File: config.mk
export PLATFORM = sky130hd
export DESIGN_NAME = multi_cycle_ctrl
export DESIGN_NICKNAME = d
export VERILOG_FILES = /design/src/rtl/multi_cycle_ctrl.sv
export SDC_FILE = /design/constraint.sdc
export NUM_CORES = 1
export LEC_CHECK = 0
export BUFFER_PORTS_ARGS = -buffer_cell sky130_fd_sc_hd__buf_2
export CAP_MARGIN = 20
export CORE_ASPECT_RATIO = 0.9
export CORE_MARGIN = 3
export CORE_UTILIZATION = 40
export DETAILED_ROUTE_END_ITERATION = 10
export PLACE_DENSITY = 0.64
export SYNTH_ARGS = -nofsm -noshare
export SYNTH_HDL_FRONTEND = slang
export SYNTH_SLANG_ARGS = --single-unit
export TNS_END_PERCENT = 1
File: constraint.sdc
create_clock -name clk -period 2.05 [get_ports clk]
set_input_delay 0.205 -clock clk [delete_from_list [all_inputs] [get_ports clk]]
set_output_delay 0.205 -clock clk [all_outputs]
set_load 0.03 [all_outputs]
File: src/rtl/multi_cycle_ctrl.sv
// Multi-cycle MIPS-style control FSM: Moore state machine driving datapath enables.
// Define MULTI_CYCLE_CTRL_JUMP_EN to support the J instruction; otherwise opcode 000010 traps.
module multi_cycle_ctrl (
   input  logic        clk,
   input  logic        rst_n,
   input  logic [5:0]  opcode,
   input  logic        zero,
   input  logic        mem_ready,
   output logic        pc_write,
   output logic        pc_write_cond,
   output logic        i_or_d,
   output logic        mem_read,
   output logic        mem_write,
   output logic        ir_write,
   output logic        mem_to_reg,
   output logic        reg_dst,
   output logic        reg_write,
   output logic        alu_src_a,
   output logic        illegal,
   output logic        halted,
   output logic [1:0]  alu_src_b,
   output logic [1:0]  alu_op,
   output logic [1:0]  pc_source,
   output logic [3:0]  state,
   output logic [31:0] instr_cnt
);

   localparam logic [3:0] FETCH  = 4'd0;
   localparam logic [3:0] DECODE = 4'd1;
   localparam logic [3:0] MEMADR = 4'd2;
   localparam logic [3:0] MEMRD  = 4'd3;
   localparam logic [3:0] MEMWB  = 4'd4;
   localparam logic [3:0] MEMWR  = 4'd5;
   localparam logic [3:0] EXEC   = 4'd6;
   localparam logic [3:0] RWB    = 4'd7;
   localparam logic [3:0] BRANCH = 4'd8;
`ifdef MULTI_CYCLE_CTRL_JUMP_EN
   localparam logic [3:0] JUMP   = 4'd9;
   localparam logic [5:0] OP_J   = 6'b000010;
`endif
   localparam logic [3:0] TRAP   = 4'd15;

   localparam logic [5:0] OP_RTYPE = 6'b000000;
   localparam logic [5:0] OP_LW    = 6'b100011;
   localparam logic [5:0] OP_SW    = 6'b101011;
   localparam logic [5:0] OP_BEQ   = 6'b000100;

   logic [3:0]  state_reg, state_next;
   logic [31:0] instr_cnt_reg;
   logic        retire;

   // The branch decision is taken in the datapath (pc_write_cond & zero); zero is only observed here.
   logic unused_zero;
   assign unused_zero = zero;

   always_comb begin
      state_next = state_reg;
      retire     = 1'b0;
      case (state_reg)
         FETCH:  if (mem_ready) state_next = DECODE;
         DECODE: begin
            case (opcode)
               OP_RTYPE:     state_next = EXEC;
               OP_LW, OP_SW: state_next = MEMADR;
               OP_BEQ:       state_next = BRANCH;
`ifdef MULTI_CYCLE_CTRL_JUMP_EN
               OP_J:         state_next = JUMP;
`endif
               default:      state_next = TRAP;
            endcase
         end
         MEMADR: begin
            if (opcode == OP_LW)      state_next = MEMRD;
            else if (opcode == OP_SW) state_next = MEMWR;
            else                      state_next = TRAP;
         end
         MEMRD:  if (mem_ready) state_next = MEMWB;
         MEMWB: begin
            state_next = FETCH;
            retire     = 1'b1;
         end
         MEMWR: begin
            if (mem_ready) begin
               state_next = FETCH;
               retire     = 1'b1;
            end
         end
         EXEC:   state_next = RWB;
         RWB, BRANCH: begin
            state_next = FETCH;
            retire     = 1'b1;
         end
`ifdef MULTI_CYCLE_CTRL_JUMP_EN
         JUMP: begin
            state_next = FETCH;
            retire     = 1'b1;
         end
`endif
         TRAP:    state_next = TRAP;
         default: state_next = FETCH;
      endcase
   end

   always_ff @(posedge clk) begin
      if (!rst_n) begin
         state_reg     <= FETCH;
         instr_cnt_reg <= 32'd0;
      end else begin
         state_reg <= state_next;
         if (retire) instr_cnt_reg <= instr_cnt_reg + 32'd1;
      end
   end

   always_comb begin
      pc_write      = 1'b0;
      pc_write_cond = 1'b0;
      i_or_d        = 1'b0;
      mem_read      = 1'b0;
      mem_write     = 1'b0;
      ir_write      = 1'b0;
      mem_to_reg    = 1'b0;
      reg_dst       = 1'b0;
      reg_write     = 1'b0;
      alu_src_a     = 1'b0;
      illegal       = 1'b0;
      halted        = 1'b0;
      alu_src_b     = 2'b00;
      alu_op        = 2'b00;
      pc_source     = 2'b00;
      case (state_reg)
         FETCH: begin
            mem_read  = 1'b1;
            alu_src_b = 2'b01;
            ir_write  = mem_ready;
            pc_write  = mem_ready;
         end
         DECODE: alu_src_b = 2'b11;
         MEMADR: begin
            alu_src_a = 1'b1;
            alu_src_b = 2'b10;
         end
         MEMRD: begin
            mem_read = 1'b1;
            i_or_d   = 1'b1;
         end
         MEMWB: begin
            reg_write  = 1'b1;
            mem_to_reg = 1'b1;
         end
         MEMWR: begin
            mem_write = 1'b1;
            i_or_d    = 1'b1;
         end
         EXEC: begin
            alu_src_a = 1'b1;
            alu_op    = 2'b10;
         end
         RWB: begin
            reg_write = 1'b1;
            reg_dst   = 1'b1;
         end
         BRANCH: begin
            alu_src_a     = 1'b1;
            alu_op        = 2'b01;
            pc_source     = 2'b01;
            pc_write_cond = 1'b1;
         end
`ifdef MULTI_CYCLE_CTRL_JUMP_EN
         JUMP: begin
            pc_write  = 1'b1;
            pc_source = 2'b10;
         end
`endif
         TRAP: begin
            illegal = 1'b1;
            halted  = 1'b1;
         end
         default: ;
      endcase
      // Architectural write enables must not fire while reset is held, whatever the state.
      if (!rst_n) begin
         pc_write      = 1'b0;
         pc_write_cond = 1'b0;
         ir_write      = 1'b0;
         mem_read      = 1'b0;
         mem_write     = 1'b0;
         reg_write     = 1'b0;
      end
   end

   assign state     = state_reg;
   assign instr_cnt = instr_cnt_reg;

endmodule

==> flow_metrics.env <==
export IMPL_portBuffers=61
export IMPL_track_usage=0.170
export IMPL_synthCells=281
export IMPL_final_common_cell="buf_2"
export IMPL_dieHeight_um=77.1
export IMPL_cts_hold_buf=0
export IMPL_clkSinkCount=36
export IMPL_area_delta_synth_final_pct=20.9
export IMPL_wire_per_inst_um=13.6
export IMPL_ios=64
export IMPL_async_flop_share=0
export IMPL_rsz0062_at_grt="yes"
export IMPL_placementRows=25
export IMPL_drive_above_1_share=0.254
export IMPL_drc=0
export IMPL_core_area_um2=5350
export IMPL_root_buffer="clkbuf_8"
export IMPL_critPathKind="flip-flop to output pin"
export IMPL_tightest_slew_ns=0.474
export IMPL_syn_avg_cell_area_um2=8.00
export IMPL_numCtsBuffers=5
export IMPL_p_total_mw=2.69
export IMPL_yosysWarnings=0
export IMPL_first_iter_violations=76
export IMPL_layout_common_cells="buf_2 (61), dfxtp_1 (36), nand2_1 (33)"
export IMPL_design_area_um2=2720
export IMPL_timing_setup_tns_ns=0
export IMPL_dieArea_um2=6550
export IMPL_antenna_found_initial=0
export IMPL_ir_drop_mv=1.01
export IMPL_place_area_um2=2620
export IMPL_slew_viol_final=0
export IMPL_h_tree_depth=2
export IMPL_fin_crit_ns=1.88
export IMPL_wl_um=5530
export IMPL_multiInputGateArea_um2=1370
export IMPL_largest_register_ffs=32
export IMPL_netlist_area_um2=2250
export IMPL_clock_skew_ns=0.00448
export IMPL_synth_edf_count=0
export IMPL_crit_fanout=13
export IMPL_p_leak_nw=1.07
export IMPL_ys_types=45
export IMPL_worstSetupEndpointType="output pin"
export IMPL_nets=349
export IMPL_hold_class="input port to flip-flop"
export IMPL_die_w_um=85.0
export IMPL_route_antenna_remaining_nets=0
export IMPL_synth_flop_cell="dfxtp_1"
export IMPL_arrival_ns=1.68
export IMPL_postCtsSetupRepairBufs=0
export IMPL_grt_pass1_vias=1965
export IMPL_n_antenna_cell=0
export IMPL_clkLatencyLatePin_ns=0.28
export IMPL_hold_viol_final=0
export IMPL_cts_tree="done"
export IMPL_cts_resized_gates=0
export IMPL_num_vias=2231
export IMPL_outcome="finished clean"
export IMPL_start_util=0.420
export IMPL_cap_violations=0
export IMPL_cp_data_required_time_ns=1.85
export IMPL_clkSlewWorstSetupHoldPaths_ns=0.06
export IMPL_dp_hpwl_um=3890
export IMPL_dr_pass1_iters=4
export IMPL_nFillCells=527
export IMPL_final_period_utilization=0.918
export IMPL_yosysSeqAreaShare=0.321
export IMPL_detail_route_vias_per_cell=5.50
export IMPL_grt_overflow_total=0
export IMPL_slew_headroom=0.676
export IMPL_grt_max_degree=48
export IMPL_max_freq_mhz=532
export IMPL_setup_viol=0
export IMPL_place_gp_congestion=0.776
export IMPL_ys_ff_latch=36
export IMPL_power_per_cell_area_nw_per_um2=989
export IMPL_area_sequential_um2=721
export IMPL_grt_first_pass_wirelength_um=9430
export IMPL_syn_nets=292
export IMPL_critPathLaunchType="flip-flop"
export IMPL_clockBufferDepth=2
## worst paths after layout
| path | depth (start not counted) | from | slack [ns] | end |
|---|---|---|---|---|
| worst max-delay path | 5 | state[0] | 0.17 | reg_write |
| worst max register to register | 5 | state[0] | 0.18 | instr_cnt[7] |
| worst min-delay path | 2 | rst_n | 0.27 | state[0] |
| worst min register to register | 2 | instr_cnt[31] | 0.47 | instr_cnt[31] |
## power breakdown
group | leakage, nW | internal [mW] | switching [mW] | total [mW]
sequential | 0.291 | 0.742 | 0.0635 | 0.805
clock | 0.0455 | 0.274 | 0.241 | 0.515
combinational | 0.736 | 0.454 | 0.913 | 1.37
total | 1.07 | 1.47 | 1.22 | 2.69
## per-layer routing
metal | share of wire | GRT usage
met5 | 0 | 0
met4 | 0.0090 | 0.0427
met3 | 0.050 | 0.0344
met2 | 0.44 | 0.252
met1 | 0.50 | 0.248
## critical path: stages, from the launching register on
cell     delay (ns)
dfxtp_1        0.49
buf_4          0.26
xnor2_1        0.15
nand2_1        0.09
nor3b_1        0.18
buf_2          0.22
## cell families after synthesis
group / after synthesis / share of synthesized area
xor gates and xnor gates: 4 / 0.0156
buffers and inverters: 31 / 0.0791
adders and majority gates: 1 / 0.00557
muxes: 16 / 0.0713
other: 1 / 0.00167
DFF: 36 / 0.321
and+or+nand+nor: 142 / 0.361
AOI/OAI and AO/OA: 50 / 0.145
## layout make-up
cell class	instances	share of cell area
Multi-Input combinational cell	214	0.505
Inverter	5	0.00691
Clock buffer	8	0.0332
Tap cell	67	0.0309
Timing Repair Buffer	76	0.158
Sequential cell	36	0.265
## cell usage after synthesis (10+ instances only)
cell type / instances / area (um2)
mux2i_1: 16 / 160
or4_1: 10 / 75.1
nand3_1: 11 / 55.1
nand2b_1: 20 / 125
nand2_1: 33 / 124
nor4_1: 13 / 81.3
a21oi_1: 19 / 95.1
dfxtp_1: 36 / 721
nor2_1: 10 / 37.5
## metrics by stage
stage          std cells  hold WS, ns   util  setup slack (ns)
3_3_place_gp         398        0.461  0.490             0.226
2_1_floorplan        281        0.427      -            -0.192
6_report             406        0.269  0.508             0.169
3_5_place_dp         398        0.465  0.490             0.157
5_1_grt              406        0.275  0.508           -0.0115
4_1_cts              406        0.266  0.507             0.148
Note: power is estimated with default switching activity, not from simulation.
